$ cat src/rtl/comp_fiber_pkg.sv
// Shared constants, state encoding and PRBS step for the comparator fiber link.
// Used by both the transmit framer and the receive-side checker.
package comp_fiber_pkg;

  localparam logic [7:0] K28_5  = 8'hBC;
  localparam logic [7:0] K28_7  = 8'hFC;
  localparam logic [7:0] D_DATA = 8'h50;
  localparam logic [7:0] D_IDLE = 8'hC5;

  localparam logic [47:0] PRBS_SEED = 48'hFFFF_FF00_0000;
  // x^48 + x^47 + x^21 + x^20 + 1
  localparam logic [47:0] PRBS_TAPS = 48'hC000_0018_0000;
  localparam int PRBS_STEPS = 48;

  typedef enum logic [1:0] {
    WAIT  = 2'd0,
    ALIGN = 2'd1,
    RUN   = 2'd2
  } tx_state_t;

  function automatic logic [47:0] prbs_advance(
    input logic [47:0] s
  );
    logic [47:0] r;
    r = s;
    for (int i = 0; i < PRBS_STEPS; i++) begin
      r = {r[46:0], ^(r & PRBS_TAPS)};
    end
    return r;
  endfunction

endpackage

$ cat src/rtl/comp_fiber_tx_framer_prbs.sv
// Frame-rate PRBS generator: one 48-bit payload per CE,
// advancing 48 LFSR steps per frame; held at seed while RESEED.
module prbs_tx_c160
  import comp_fiber_pkg::*;
(
  input  logic        CMP_TX_CLK160,
  input  logic        RST_N,
  input  logic        CE,
  input  logic        RESEED,
  output logic [47:0] PRBS_Q
);

  always_ff @(posedge CMP_TX_CLK160) begin
    if (!RST_N) begin
      PRBS_Q <= PRBS_SEED;
    end else if (RESEED) begin
      PRBS_Q <= PRBS_SEED;
    end else if (CE) begin
      PRBS_Q <= prbs_advance(PRBS_Q);
    end
  end

endmodule

$ cat src/rtl/comp_fiber_tx_framer.sv
// Comparator fiber TX framer: sync word + three data words per frame.
// Optional PRBS payload source is built when CMP_TX_PRBS_EN is defined.
module comp_fiber_tx_framer
  import comp_fiber_pkg::*;
#(
  parameter int ALIGN_FRAMES = 256
) (
  input  logic        CMP_TX_CLK160,
  input  logic        RST_N,
  input  logic        TX_SYNC_DONE,
  input  logic [47:0] TX_DATA,
  input  logic        TX_VALID,
  output logic        TX_READY,
  input  logic        LTNCY_TRIG,
  output logic        LT_OVERFLOW,
  output logic [15:0] TXDATA,
  output logic [1:0]  TXCHARISK,
  output logic        FRAME_STRT,
`ifdef CMP_TX_PRBS_EN
  input  logic        PRBS_MODE,
`endif
  output logic        ALIGNED
);

  localparam logic [15:0] ALIGN_LAST = 16'(ALIGN_FRAMES - 1);

  tx_state_t   state, state_n;
  logic [1:0]  wc, wc_n;
  logic [15:0] acnt, acnt_n;
  logic [47:0] frame, frame_n;
  logic        data_fr, data_n;
  logic        pend, pend_n;
  logic        load, accept, abort;
  logic        ovf_n, ready_n;
  logic [15:0] word_n;
  logic [1:0]  k_n;
  logic        prbs_on, prbs_load;
  logic [47:0] prbs_q;

`ifdef CMP_TX_PRBS_EN
  logic prbs_reseed;

  assign prbs_on     = PRBS_MODE;
  assign prbs_load   = load & (state == RUN)
                     & TX_SYNC_DONE & PRBS_MODE;
  assign prbs_reseed = ~((state == RUN) & PRBS_MODE);

  prbs_tx_c160 u_prbs (
    .CMP_TX_CLK160 (CMP_TX_CLK160),
    .RST_N         (RST_N),
    .CE            (prbs_load),
    .RESEED        (prbs_reseed),
    .PRBS_Q        (prbs_q)
  );
`else
  assign prbs_on   = 1'b0;
  assign prbs_load = 1'b0;
  assign prbs_q    = '0;
`endif

  always_comb begin
    wc_n    = wc + 2'd1;
    load    = (wc == 2'd3);
    accept  = TX_READY & TX_VALID;
    abort   = (state != WAIT) & ~TX_SYNC_DONE;
    state_n = state;
    acnt_n  = acnt;
    unique case (state)
      WAIT: begin
        if (TX_SYNC_DONE) begin
          state_n = ALIGN;
          acnt_n  = '0;
        end
      end
      ALIGN: begin
        if (!TX_SYNC_DONE) begin
          state_n = WAIT;
        end else if (load) begin
          if (acnt == ALIGN_LAST) state_n = RUN;
          else acnt_n = acnt + 16'd1;
        end
      end
      RUN: begin
        if (!TX_SYNC_DONE) state_n = WAIT;
      end
      default: state_n = WAIT;
    endcase

    // Handshake data wins at the boundary; a link drop only
    // blanks the words of the frame still in flight.
    frame_n = frame;
    data_n  = data_fr;
    if (accept) begin
      frame_n = TX_DATA;
      data_n  = 1'b1;
    end else if (prbs_load) begin
      frame_n = prbs_q;
      data_n  = 1'b1;
    end else if (load || abort) begin
      frame_n = '0;
      data_n  = 1'b0;
    end

    pend_n = load ? LTNCY_TRIG : (pend | LTNCY_TRIG);
    ovf_n  = LTNCY_TRIG & pend & ~load;

    word_n = 16'h0000;
    k_n    = 2'b00;
    unique case (wc_n)
      2'd0: begin
        word_n = {data_n ? D_DATA : D_IDLE,
                  pend ? K28_7 : K28_5};
        k_n    = 2'b01;
      end
      2'd1: word_n = frame_n[15:0];
      2'd2: word_n = frame_n[31:16];
      2'd3: word_n = frame_n[47:32];
      default: word_n = 16'h0000;
    endcase

    ready_n = (wc == 2'd2) & (state_n == RUN) & ~prbs_on;
  end

  always_ff @(posedge CMP_TX_CLK160) begin
    if (!RST_N) begin
      state       <= WAIT;
      wc          <= 2'd0;
      acnt        <= '0;
      frame       <= '0;
      data_fr     <= 1'b0;
      pend        <= 1'b0;
      TXDATA      <= {D_IDLE, K28_5};
      TXCHARISK   <= 2'b01;
      FRAME_STRT  <= 1'b1;
      TX_READY    <= 1'b0;
      ALIGNED     <= 1'b0;
      LT_OVERFLOW <= 1'b0;
    end else begin
      state       <= state_n;
      wc          <= wc_n;
      acnt        <= acnt_n;
      frame       <= frame_n;
      data_fr     <= data_n;
      pend        <= pend_n;
      TXDATA      <= word_n;
      TXCHARISK   <= k_n;
      FRAME_STRT  <= (wc_n == 2'd0);
      TX_READY    <= ready_n;
      ALIGNED     <= (state_n == RUN);
      LT_OVERFLOW <= ovf_n;
    end
  end

endmodule

$ cat config.mk
export PLATFORM = sky130hd
export DESIGN_NAME = comp_fiber_tx_framer
export DESIGN_NICKNAME = d
export VERILOG_FILES = /design/src/rtl/comp_fiber_pkg.sv /design/src/rtl/comp_fiber_tx_framer_prbs.sv /design/src/rtl/comp_fiber_tx_framer.sv
export SDC_FILE = /design/constraint.sdc
export NUM_CORES = 1
export LEC_CHECK = 0
export BUFFER_PORTS_ARGS = -buffer_cell sky130_fd_sc_hd__buf_4
export CAP_MARGIN = 30
export CORE_ASPECT_RATIO = 1.1
export CORE_MARGIN = 2
export CORE_UTILIZATION = 50
export CTS_CLUSTER_DIAMETER = 60
export DETAILED_ROUTE_END_ITERATION = 7
export HOLD_SLACK_MARGIN = 0.05
export PLACE_DENSITY = 0.83
export REMOVE_ABC_BUFFERS = 1
export SYNTH_ARGS = -nofsm -noshare
export SYNTH_HDL_FRONTEND = slang
export SYNTH_HIERARCHICAL = 1
export SYNTH_SLANG_ARGS = --single-unit
$ cat constraint.sdc
create_clock -name CMP_TX_CLK160 -period 3.4 [get_ports CMP_TX_CLK160]
set_input_delay 0 -clock CMP_TX_CLK160 [delete_from_list [all_inputs] [get_ports CMP_TX_CLK160]]
set_output_delay 0 -clock CMP_TX_CLK160 [all_outputs]
set_load 0.01 [all_outputs]
==> flow_summary_export.csv, run 1 <==
group,metric,value,unit
floorplan,die-area,0.00809,mm²
status,status,"completed",
min_path,hold_class,"input port to flip-flop",
synthesis,synth_top_flop_cell,"dfxtp_1",
min_path,min_delay_worst_endpoint,"frame[28]$_SDFF_PN0_",
worst_setup_path,critPathRequiredTime,3.70,ns
clock_tree,post-cts-setup-buffers,0,
placement,io_buffer_count,73,
layout,drive_above_1_share,0.202,
synthesis,ys_top_cells_by_count,"dfxtp_1, and2_1, a32o_1, nor2_1, clkbuf_1",
clock_tree,tritoncts,"yes",
global_routing,globalRouteTotalUtil,0.235,
floorplan,core_region_area,0.00709,mm²
sta,finalHoldViolCount,0,
min_path,holdPathStages,2,
pwr,p_sw,0.000499,W
pwr,p_leak,1.97,nW
worst_setup_path,rrSetupSlack,0.76,ns
synthesis,synth_top_area_share,0.488,
route,viasPerCell,5.79,
global_routing,antenna_found_initial,0,
sta,tightest_slew,0.775,ns
clock_tree,cts_sinks,90,
synthesis,syn-cell-area,0.00369,mm²
worst_setup_path,crit_fanout,29,
sta,min_period_over_period,0.777,
sta,rsz0062_at_grt,"no",
layout,multiInputGateArea,0.00176,mm²
global_routing,grt_pass1_vias,3290,
route,ant_nets,0,
synthesis,synth_area_leaders,"dfxtp_1, a32o_1, and2_1",
route,route.detailed.wl_per_inst,16.5,µm
sta,setup_viol,0,
synthesis,synth_edf_count,0,
layout,fill_cells,511,
synthesis,ys_seq_area_frac,0.488,
layout,area_growth,34.9,%
route,drt_iter0_markers,201,
layout,fin_nets,551,
clock_tree,h-tree-depth,3,
pwr,switching_share,0.245,
sta,min_period,2.64,ns
route,wirelength,9.60,mm
pwr,powerDensity,409,mW/mm²
floorplan,num_io_pins,75,
sta,clock.fmax,379,MHz
floorplan,dieWidth,85.9,µm
worst_setup_path,cp-end-kind,"flip-flop",
worst_setup_path,rr_worst_depth,7,
sta,clock_skew,0.0102,ns
route,drt_first_pass_iters,5,
clock_tree,root_buffer,"clkbuf_8",
worst_setup_path,cp-start-kind,"flip-flop",
pwr,ir_drop,0.000259,V
synthesis,synth_most_common_cell,"dfxtp_1",
synthesis,yosys.area.top_type,"dfxtp_1",
route,dr_total_vias,3363,
pwr,p_comb_frac,0.106,
sta,relSlewSlack,0.482,
layout,ff_latch_area,0.00180,mm²
placement,place.gp.congestion,0.863,
synthesis,netlist_instances,382,
global_routing,grt_max_degree,46,
clock_tree,clock_path_buffers,2,
synthesis,syn_area_per_cell,9.67,µm²
global_routing,grt.overflow.total,0,
floorplan,num_rows,32,
clock_tree,clkLatencyLatePin,0.36,ns
clock_tree,clk_pin_slew,0.09,ns
layout,final_core_util,0.703,
worst_setup_path,r2r-start,"wc[0]$_SDFF_PN0_",
floorplan,start_util,0.521,
worst_setup_path,crit_arrival,2.94,ns
min_path,min-delay-start,"RST_N",
placement,dp_hpwl,5.64,mm
pwr,clkPwrFrac,0.366,
job,cap_violations,0,
pwr,p_int,0.00154,W
sta,slew_viol_final,0,
clock_tree,cts-hold-fix-buffers,50,
global_routing,grt_pass1_wl,15.2,mm
clock_tree,ctsResizeCount,0,
floorplan,die_h,94.1,µm
pwr,p_seq_frac,0.528,
sta,hold_slack,0.0808,ns
layout,antenna_cells,0,
sta,fin_tns_setup,0,ns
synthesis,synth_warnings,6,
clock_tree,cts_made_buffers,9,
synthesis,synth.distinct_cells,49,
synthesis,ys_ff_latch,90,
worst_setup_path,criticalPathCategory,"flip-flop to flip-flop",
route,drc,0,
synthesis,synthArstFlopShare,0,
worst_setup_path,r2r-end,"TXDATA[14]$_SDFF_PN1_",
-- layout make-up --
class	instances	area share
Multi-Input combinational cell	255	0.354
Inverter	9	0.00678
Clock inverter	5	0.0123
Tap cell	85	0.0214
Sequential cell	90	0.362
Timing Repair Buffer	126	0.215
Clock buffer	11	0.0284
-- routing by layer --
metal / up-vias / global-route usage / share of wire
met2: 103 / 0.412 / 0.51
met3: 20 / 0.0325 / 0.050
met4: 0 / 0.110 / 0.022
li1: 1644 / - / -
met1: 1596 / 0.283 / 0.42
met5: - / 0 / 0
-- layout by cell type, fill, tap and decap left out, types with 2 or more instances in the layout --
master         instances
clkbuf_8              10
nor2_1                23
nor2b_1                3
nand4_1                5
a31o_2                 3
or4_4                  2
a31oi_1                4
nand3_1               11
o22a_1                 4
nand2b_1               3
inv_1                  9
nor4_1                 2
a222oi_1               3
clkinvlp_4             3
and3_1                 5
o31ai_1                2
ha_1                   7
dfxtp_1               90
or3_1                  7
or4_1                  3
mux2i_1                5
a21oi_1               16
nor3_1                 6
buf_4                 76
a32oi_1                8
nand2_1               18
a32o_1                32
a22oi_1               13
and2_1                39
dlygate4sd3_1         50
o21ai_0               13
-- how the worst max path moves through the flow --
stage	from	to	slack, ns	cells past startpoint
2_1_floorplan	wc[0]$_SDFF_PN0_	TXDATA[6]$_SDFF_PN0_	0.50	5
3_3_place_gp	wc[0]$_SDFF_PN0_	acnt[15]$_SDFFE_PN0P_	1.27	5
3_5_place_dp	wc[0]$_SDFF_PN0_	acnt[15]$_SDFFE_PN0P_	1.19	5
4_1_cts	wc[0]$_SDFF_PN0_	TXDATA[14]$_SDFF_PN1_	0.84	7
5_1_grt	wc[0]$_SDFF_PN0_	TXDATA[14]$_SDFF_PN1_	0.59	7
6_report	wc[0]$_SDFF_PN0_	TXDATA[14]$_SDFF_PN1_	0.76	7
-- logic make-up after synthesis --
group           synth area share
fa+ha+maj                 0.0237
buf+inv                   0.0403
other cells              0.00102
flops                      0.488
compound gates             0.232
mux                       0.0136
simple gates               0.201
-- state kept, by name, indices dropped and copies added, names as in the netlist --
signal	flops
frame	48
acnt	16
wc	2
TXDATA	16
LT_OVERFLOW	1
FRAME_STRT	1
pend	1
state	2
ALIGNED	1
TX_READY	1
data_fr	1
-- power by group through the flow --
stage / registers (W) / clock network [W] / logic, W
after CTS: 0.00108 / 0.000750 / 0.000211
after global routing: 0.00108 / 0.000797 / 0.000230
after floorplan: 0.00110 / 0 / 0.0000599
after detailed placement: 0.00110 / 0 / 0.000165
final: 0.00108 / 0.000746 / 0.000215
after global placement: 0.00110 / 0 / 0.000164
-- worst max-delay path: stages, from the launching register on --
cell,delay (ns)
dfxtp_1,0.36
ha_1,0.29
a21oi_4,0.63
buf_4,0.35
a32o_1,0.21
a22oi_1,0.08
dlygate4sd3_1,0.59
nand2_1,0.07
-- metrics by stage --
step / cell area [µm²] / instances / total power [W] / setup WS [ns]
final: 4980 / 581 / 0.00204 / 0.760
after global routing: 4980 / 581 / 0.00210 / 0.595
after CTS: 4980 / 581 / 0.00204 / 0.838
after detailed placement: 4280 / 515 / 0.00127 / 1.19
after global placement: 4280 / 515 / 0.00126 / 1.27
after floorplan: 3580 / 354 / 0.00116 / 0.495
No activity file was read; power rests on OpenSTA's default activity.
==> run 2: changes to the inputs <==
--- a/config.mk
+++ b/config.mk
@@ -5,6 +5,7 @@
 export SDC_FILE = /design/constraint.sdc
 export NUM_CORES = 1
 export LEC_CHECK = 0
+export ABC_AREA = 1
 export BUFFER_PORTS_ARGS = -buffer_cell sky130_fd_sc_hd__buf_4
 export CAP_MARGIN = 30
 export CORE_ASPECT_RATIO = 1.1
@@ -13,7 +14,7 @@
 export CTS_CLUSTER_DIAMETER = 60
 export DETAILED_ROUTE_END_ITERATION = 7
 export HOLD_SLACK_MARGIN = 0.05
-export PLACE_DENSITY = 0.83
+export PLACE_DENSITY = 0.82
 export REMOVE_ABC_BUFFERS = 1
 export SYNTH_ARGS = -nofsm -noshare
 export SYNTH_HDL_FRONTEND = slang
==> constraint.sdc (replaced) <==
create_clock -name CMP_TX_CLK160 -period 2.57 [get_ports CMP_TX_CLK160]
set_input_delay 0 -clock CMP_TX_CLK160 [delete_from_list [all_inputs] [get_ports CMP_TX_CLK160]]
set_output_delay 0 -clock CMP_TX_CLK160 [all_outputs]
set_load 0.01 [all_outputs]
==> flow_summary_export.csv, run 2 <==
group,metric,value,unit
status,status,"completed",
route,drc,0,
global_routing,grt.overflow.total,0,
layout,reg_top3,"frame: 48 flops, TXDATA: 16 flops, acnt: 16 flops",
layout,drive_above_1_share,0.155,
clock_tree,post-cts-setup-buffers,0,
worst_setup_path,worst_path_most_repeated_cell,"nand2_1",
floorplan,die_h,100,µm
floorplan,die-area,0.00915,mm²
worst_setup_path,cp-startpoint,"TX_READY$_SDFF_PN0_",
worst_setup_path,cp-end-kind,"flip-flop",
synthesis,netlist_instances,611,
route,route.detailed.wl_per_inst,12.4,µm
clock_tree,h-tree-depth,3,
sta,slew_viol_final,0,
synthesis,synthArstFlopShare,0,
synthesis,synth_warnings,6,
global_routing,grt_pass1_wl,17.6,mm
worst_setup_path,path_cells,"nand2_2 > inv_1 > nand2_1 > nand2_1 > nand2_1 > nand3_1 > nand2_1 > inv_1",
layout,fill_cells,658,
clock_tree,cts_sinks,90,
sta,finalHoldViolCount,0,
layout,layout_common_cells,"nand2_1, dfxtp_1, inv_1, buf_4, nor2_1",
layout,multiInputGateArea,0.00188,mm²
synthesis,synth_most_common_cell,"nand2_1",
placement,dp_hpwl,6.53,mm
clock_tree,root_buffer,"clkbuf_8",
worst_setup_path,r2r-start,"TX_READY$_SDFF_PN0_",
worst_setup_path,criticalPathCategory,"flip-flop to flip-flop",
worst_setup_path,crit_arrival,2.27,ns
sta,min_period,1.95,ns
clock_tree,tritoncts,"yes",
worst_setup_path,crit_fanout,25,
global_routing,globalRouteTotalUtil,0.236,
global_routing,grt_max_degree,51,
floorplan,num_rows,35,
synthesis,synth.distinct_cells,31,
synthesis,ys_ff_latch,90,
worst_setup_path,crit_path_top_delay_cell,"inv_1",
floorplan,num_io_pins,75,
layout,top_register,"frame",
route,wirelength,10.3,mm
pwr,p_leak,2.55,nW
job,cap_violations,0,
clock_tree,clock_path_buffers,2,
pwr,ir_drop,0.000342,V
placement,place.gp.congestion,0.889,
sta,setup_viol,0,
layout,ff_latch_area,0.00180,mm²
floorplan,core_region_area,0.00828,mm²
sta,clock_skew,0.00641,ns
route,wl_met2,5.33,mm
layout,largest_register_ff_count,48,
placement,dp_cells,769,
layout,final_core_util,0.660,
route,wl_met1,4.30,mm
layout,fin_nets,779,
route,drt_iter0_markers,249,
sta,relSlewSlack,0.487,
placement,placed_area,0.00475,mm²
route,viasPerCell,5.02,
sta,tightest_slew,0.769,ns
route,wl_met3,509,µm
layout,antenna_cells,0,
synthesis,synth_edf_count,0,
clock_tree,clkLatencyLatePin,0.36,ns
placement,io_buffer_count,73,
layout,mostFrequentLayoutCell,"nand2_1",
clock_tree,cts_made_buffers,9,
clock_tree,cts-hold-fix-buffers,50,
sta,min_period_over_period,0.759,
worst_setup_path,cp-start-kind,"flip-flop",
min_path,hold_class,"input port to flip-flop",
worst_setup_path,slowest_delay,0.68,ns
layout,final_cell_area,0.00546,mm²
synthesis,ys_top_cells_by_count,"nand2_1, dfxtp_1, inv_1, nor2_1, nand3_1",
synthesis,ys_seq_area_frac,0.429,
route,dr_total_vias,4193,
sta,clock.fmax,512,MHz
floorplan,start_util,0.507,
synthesis,synth_top_area_share,0.429,
route,drt_first_pass_iters,4,
layout,area_growth,30.0,%
synthesis,syn-cell-area,0.00420,mm²
synthesis,synth_area_leaders,"dfxtp_1, nand2_1, inv_1",
floorplan,dieWidth,91.4,µm
clock_tree,clk_pin_slew,0.09,ns
synthesis,yosys.area.top_type,"dfxtp_1",
sta,rsz0062_at_grt,"no",
global_routing,antenna_found_initial,0,
min_path,min-delay-start,"TX_DATA[26]",
route,ant_nets,0,
pwr,powerDensity,504,mW/mm²
global_routing,grt_pass1_vias,3992,
route,routed.top_layer,"met4",
synthesis,syn_area_per_cell,6.87,µm²
clock_tree,ctsResizeCount,0,
worst_setup_path,critPathRequiredTime,2.88,ns
pwr,total_power,0.00275,W
synthesis,synth_top_flop_cell,"dfxtp_1",
layout,layout.cells.non_filler,835,
[run 2: final cells by class]
type / instances / share of cell area
multi-input combinational: 399 / 0.345
timing repair buffer: 127 / 0.198
inverter: 92 / 0.0632
clock inverter: 5 / 0.0115
sequential: 90 / 0.330
tap: 111 / 0.0254
clock buffer: 11 / 0.0277
[run 2: critical path: cells and delay by family (launching register included)]
family / cells / cell delay (ns)
and+or+nand+nor: 6 / 0.81
buffers and inverters: 2 / 0.72
DFF: 1 / 0.36
[run 2: report_power, final]
part | switching, W | internal [W] | leakage (nW) | total (W)
sequential | 0.0000125 | 0.00141 | 0.730 | 0.00143
combinational | 0.000157 | 0.000147 | 1.72 | 0.000303
clock | 0.000517 | 0.000506 | 0.102 | 0.00102
total | 0.000686 | 0.00207 | 2.55 | 0.00275
[run 2: cell families (layout without fill, tap and decap cells)]
| kind of cell | Yosys count | in the layout | synth area share |
|---|---|---|---|
| compound gates | 70 | 70 | 0.0923 |
| xor+xnor | 4 | 4 | 0.00834 |
| fa+ha+maj | 7 | 7 | 0.0209 |
| buf+inv | 122 | 235 | 0.124 |
| flops | 90 | 90 | 0.429 |
| other cells | 1 | 1 | 0.000893 |
| simple gates | 317 | 317 | 0.325 |
[run 2: worst paths after layout]
check	depth (start not counted)	slack, ns	endpoint
setup / recovery	8	0.62	TXDATA[11]$_SDFF_PN0_
hold / removal	5	0.07	frame[26]$_SDFF_PN0_
setup reg to reg	8	0.62	TXDATA[11]$_SDFF_PN0_
hold reg to reg	2	0.48	LT_OVERFLOW$_SDFF_PN0_
[run 2: per-layer routing]
layer	track usage	up-vias
met5	0	-
met4	0.0967	0
met3	0.0450	20
met2	0.412	105
met1	0.285	1956
li1	-	2112
[run 2: through the flow]
stage          TNS, ns  setup WS (ns)  hold slack, ns
3_3_place_gp         0          0.786           0.251
2_1_floorplan    -1.11         -0.121          0.0935
6_report             0          0.618          0.0712
5_1_grt              0          0.412          0.0864
3_5_place_dp         0          0.671           0.257
4_1_cts              0          0.637          0.0503
==> run 3: changes to the inputs <==
==> constraint.sdc (replaced) <==
create_clock -name CMP_TX_CLK160 -period 1.8 [get_ports CMP_TX_CLK160]
set_input_delay 0 -clock CMP_TX_CLK160 [delete_from_list [all_inputs] [get_ports CMP_TX_CLK160]]
set_output_delay 0 -clock CMP_TX_CLK160 [all_outputs]
set_load 0.01 [all_outputs]
==> flow_summary_export.csv, run 3 (synthesized netlist as in run 2, its figures left out) <==
group,metric,value,unit
min_path,hold_class,"input port to flip-flop",
layout,layout.cells.non_filler,840,
floorplan,start_util,0.507,
clock_tree,clkLatencyLatePin,0.36,ns
pwr,ir_drop,0.000428,V
route,route.detailed.wl_per_inst,12.8,µm
worst_setup_path,cp.depth,8,
route,drt_iter0_markers,244,
clock_tree,h-tree-depth,3,
worst_setup_path,cp.buffers_inverters,1,
worst_setup_path,cp-start-kind,"flip-flop",
floorplan,num_io_pins,75,
pwr,powerDensity,722,mW/mm²
global_routing,grt_pass1_vias,4042,
worst_setup_path,rr_worst_depth,8,
floorplan,num_rows,35,
worst_setup_path,path_cells,"ha_1 > nand3_1 > nor3_4 > nand2_4 > nand2_4 > inv_2 > nand3_1 > a21oi_1",
placement,io_buffer_count,73,
layout,largest_register_ff_count,48,
sta,hold_slack,0.0392,ns
sta,min_period_over_period,0.930,
sta,rsz0062_at_grt,"no",
layout,reg_top3,"frame: 48 flops, TXDATA: 16 flops, acnt: 16 flops",
worst_setup_path,cp-end-kind,"flip-flop",
placement,dp_hpwl,6.91,mm
route,drc,0,
global_routing,globalRouteTotalUtil,0.242,
clock_tree,root_buffer,"clkbuf_8",
layout,layout_common_cells,"nand2_1, dfxtp_1, inv_1, buf_4, nor2_1",
floorplan,dieWidth,91.4,µm
worst_setup_path,crit_fanout,13,
route,viasPerCell,5.01,
global_routing,antenna_found_initial,0,
sta,relSlewSlack,0.489,
route,ant_nets,0,
floorplan,die-area,0.00915,mm²
job,cap_violations,0,
worst_setup_path,slowest_delay,0.41,ns
worst_setup_path,crit_family,"simple AND/OR/NAND/NOR gates",
layout,drive_above_1_share,0.163,
worst_setup_path,crit_arrival,1.90,ns
status,status,"completed",
layout,fin_nets,785,
global_routing,grt_max_degree,41,
min_path,holdPathStages,5,
sta,setup_viol,0,
worst_setup_path,crit_path_top_delay_cell,"dfxtp_1",
clock_tree,clk_pin_slew,0.09,ns
floorplan,die_h,100,µm
layout,top_register,"frame",
sta,tightest_slew,0.766,ns
sta,clock_skew,0.00910,ns
clock_tree,cts_sinks,90,
global_routing,grt.overflow.total,0,
clock_tree,tritoncts,"yes",
sta,finalHoldViolCount,0,
clock_tree,post-cts-setup-buffers,0,
floorplan,core_region_area,0.00828,mm²
global_routing,grt_pass1_wl,18.0,mm
worst_setup_path,criticalPathCategory,"flip-flop to flip-flop",
layout,mostFrequentLayoutCell,"nand2_1",
placement,dp_cells,776,
clock_tree,clock_path_buffers,2,
sta,min_period,1.67,ns
route,dr_total_vias,4210,
placement,place.gp.congestion,0.870,
route,wirelength,10.8,mm
clock_tree,cts_made_buffers,9,
sta,slew_viol_final,0,
layout,area_growth,31.4,%
layout,antenna_cells,0,
route,drt_first_pass_iters,5,
pwr,p_leak,2.59,nW
worst_setup_path,rrSetupSlack,0.13,ns
worst_setup_path,critPathRequiredTime,2.03,ns
layout,fill_cells,652,
sta,clock.fmax,597,MHz
-- run 3: changes by cell type in the layout (fill, tap and decap cells not counted), sizes merged --
cell         delta
dlygate4sd3     -1
inv             +2
clkinvlp        -1
buf             +7
clkbuf          -2
clkinv          -1
bufinv          +1
-- run 3: power by group --
group	internal (W)	switching (W)
Sequential	0.00202	0.0000177
Combinational	0.000214	0.000225
Clock	0.000782	0.000728
Total	0.00301	0.000970
-- run 3: path summary, 6_finish.rpt --
path | from | to
min reg2reg | frame[41]$_SDFF_PN0_ | frame[41]$_SDFF_PN0_
min | TX_DATA[8] | frame[8]$_SDFF_PN0_
max reg2reg | acnt[0]$_SDFFE_PN0P_ | acnt[1]$_SDFFE_PN0P_
max | acnt[0]$_SDFFE_PN0P_ | acnt[1]$_SDFFE_PN0P_
-- run 3: through the flow --
step | utilization | power, W | setup slack (ns) | TNS (ns) | area (µm²)
4_1_cts | 0.666 | 0.00399 | 0.142 | 0 | 5520
3_3_place_gp | 0.581 | 0.00241 | 0.237 | 0 | 4810
6_report | 0.667 | 0.00398 | 0.126 | 0 | 5520
2_1_floorplan | - | 0.00223 | -0.891 | -31.62 | 4030
3_5_place_dp | 0.581 | 0.00242 | 0.165 | 0 | 4810
5_1_grt | 0.667 | 0.00412 | 0.00685 | 0 | 5520
-- run 3: layer usage --
layer  global-route usage  wire length (µm)
met1                0.284              4340
met2                0.442              5630
met3               0.0480               655
met4               0.0793               133
met5                    0                 0
-- run 3: area by class of cell --
class | instances | area, µm² | share of cell area
multi-input cells | 399 | 1880 | 0.341
flip-flops and latches | 90 | 1800 | 0.327
repair buffers | 133 | 1130 | 0.205
inverters | 92 | 345 | 0.0626
well taps | 111 | 139 | 0.0252
clock buffers | 9 | 124 | 0.0224
clock inverters | 6 | 90.1 | 0.0163
-- run 3: worst register-to-register path, stage by stage (launching register included) --
cell and delay [ns]:
dfxtp_1 0.41, ha_1 0.21, nand3_1 0.16, nor3_4 0.23
nand2_4 0.12, nand2_4 0.16, inv_2 0.11, nand3_1 0.09
a21oi_1 0.06
-- run 3: repair_timing --
action | CTS | global route
hold buffers | 49 | 0
endpoints found under the hold margin | 57 | 0
resized for setup | 0 | 1
setup endpoints to repair | 0 | 1
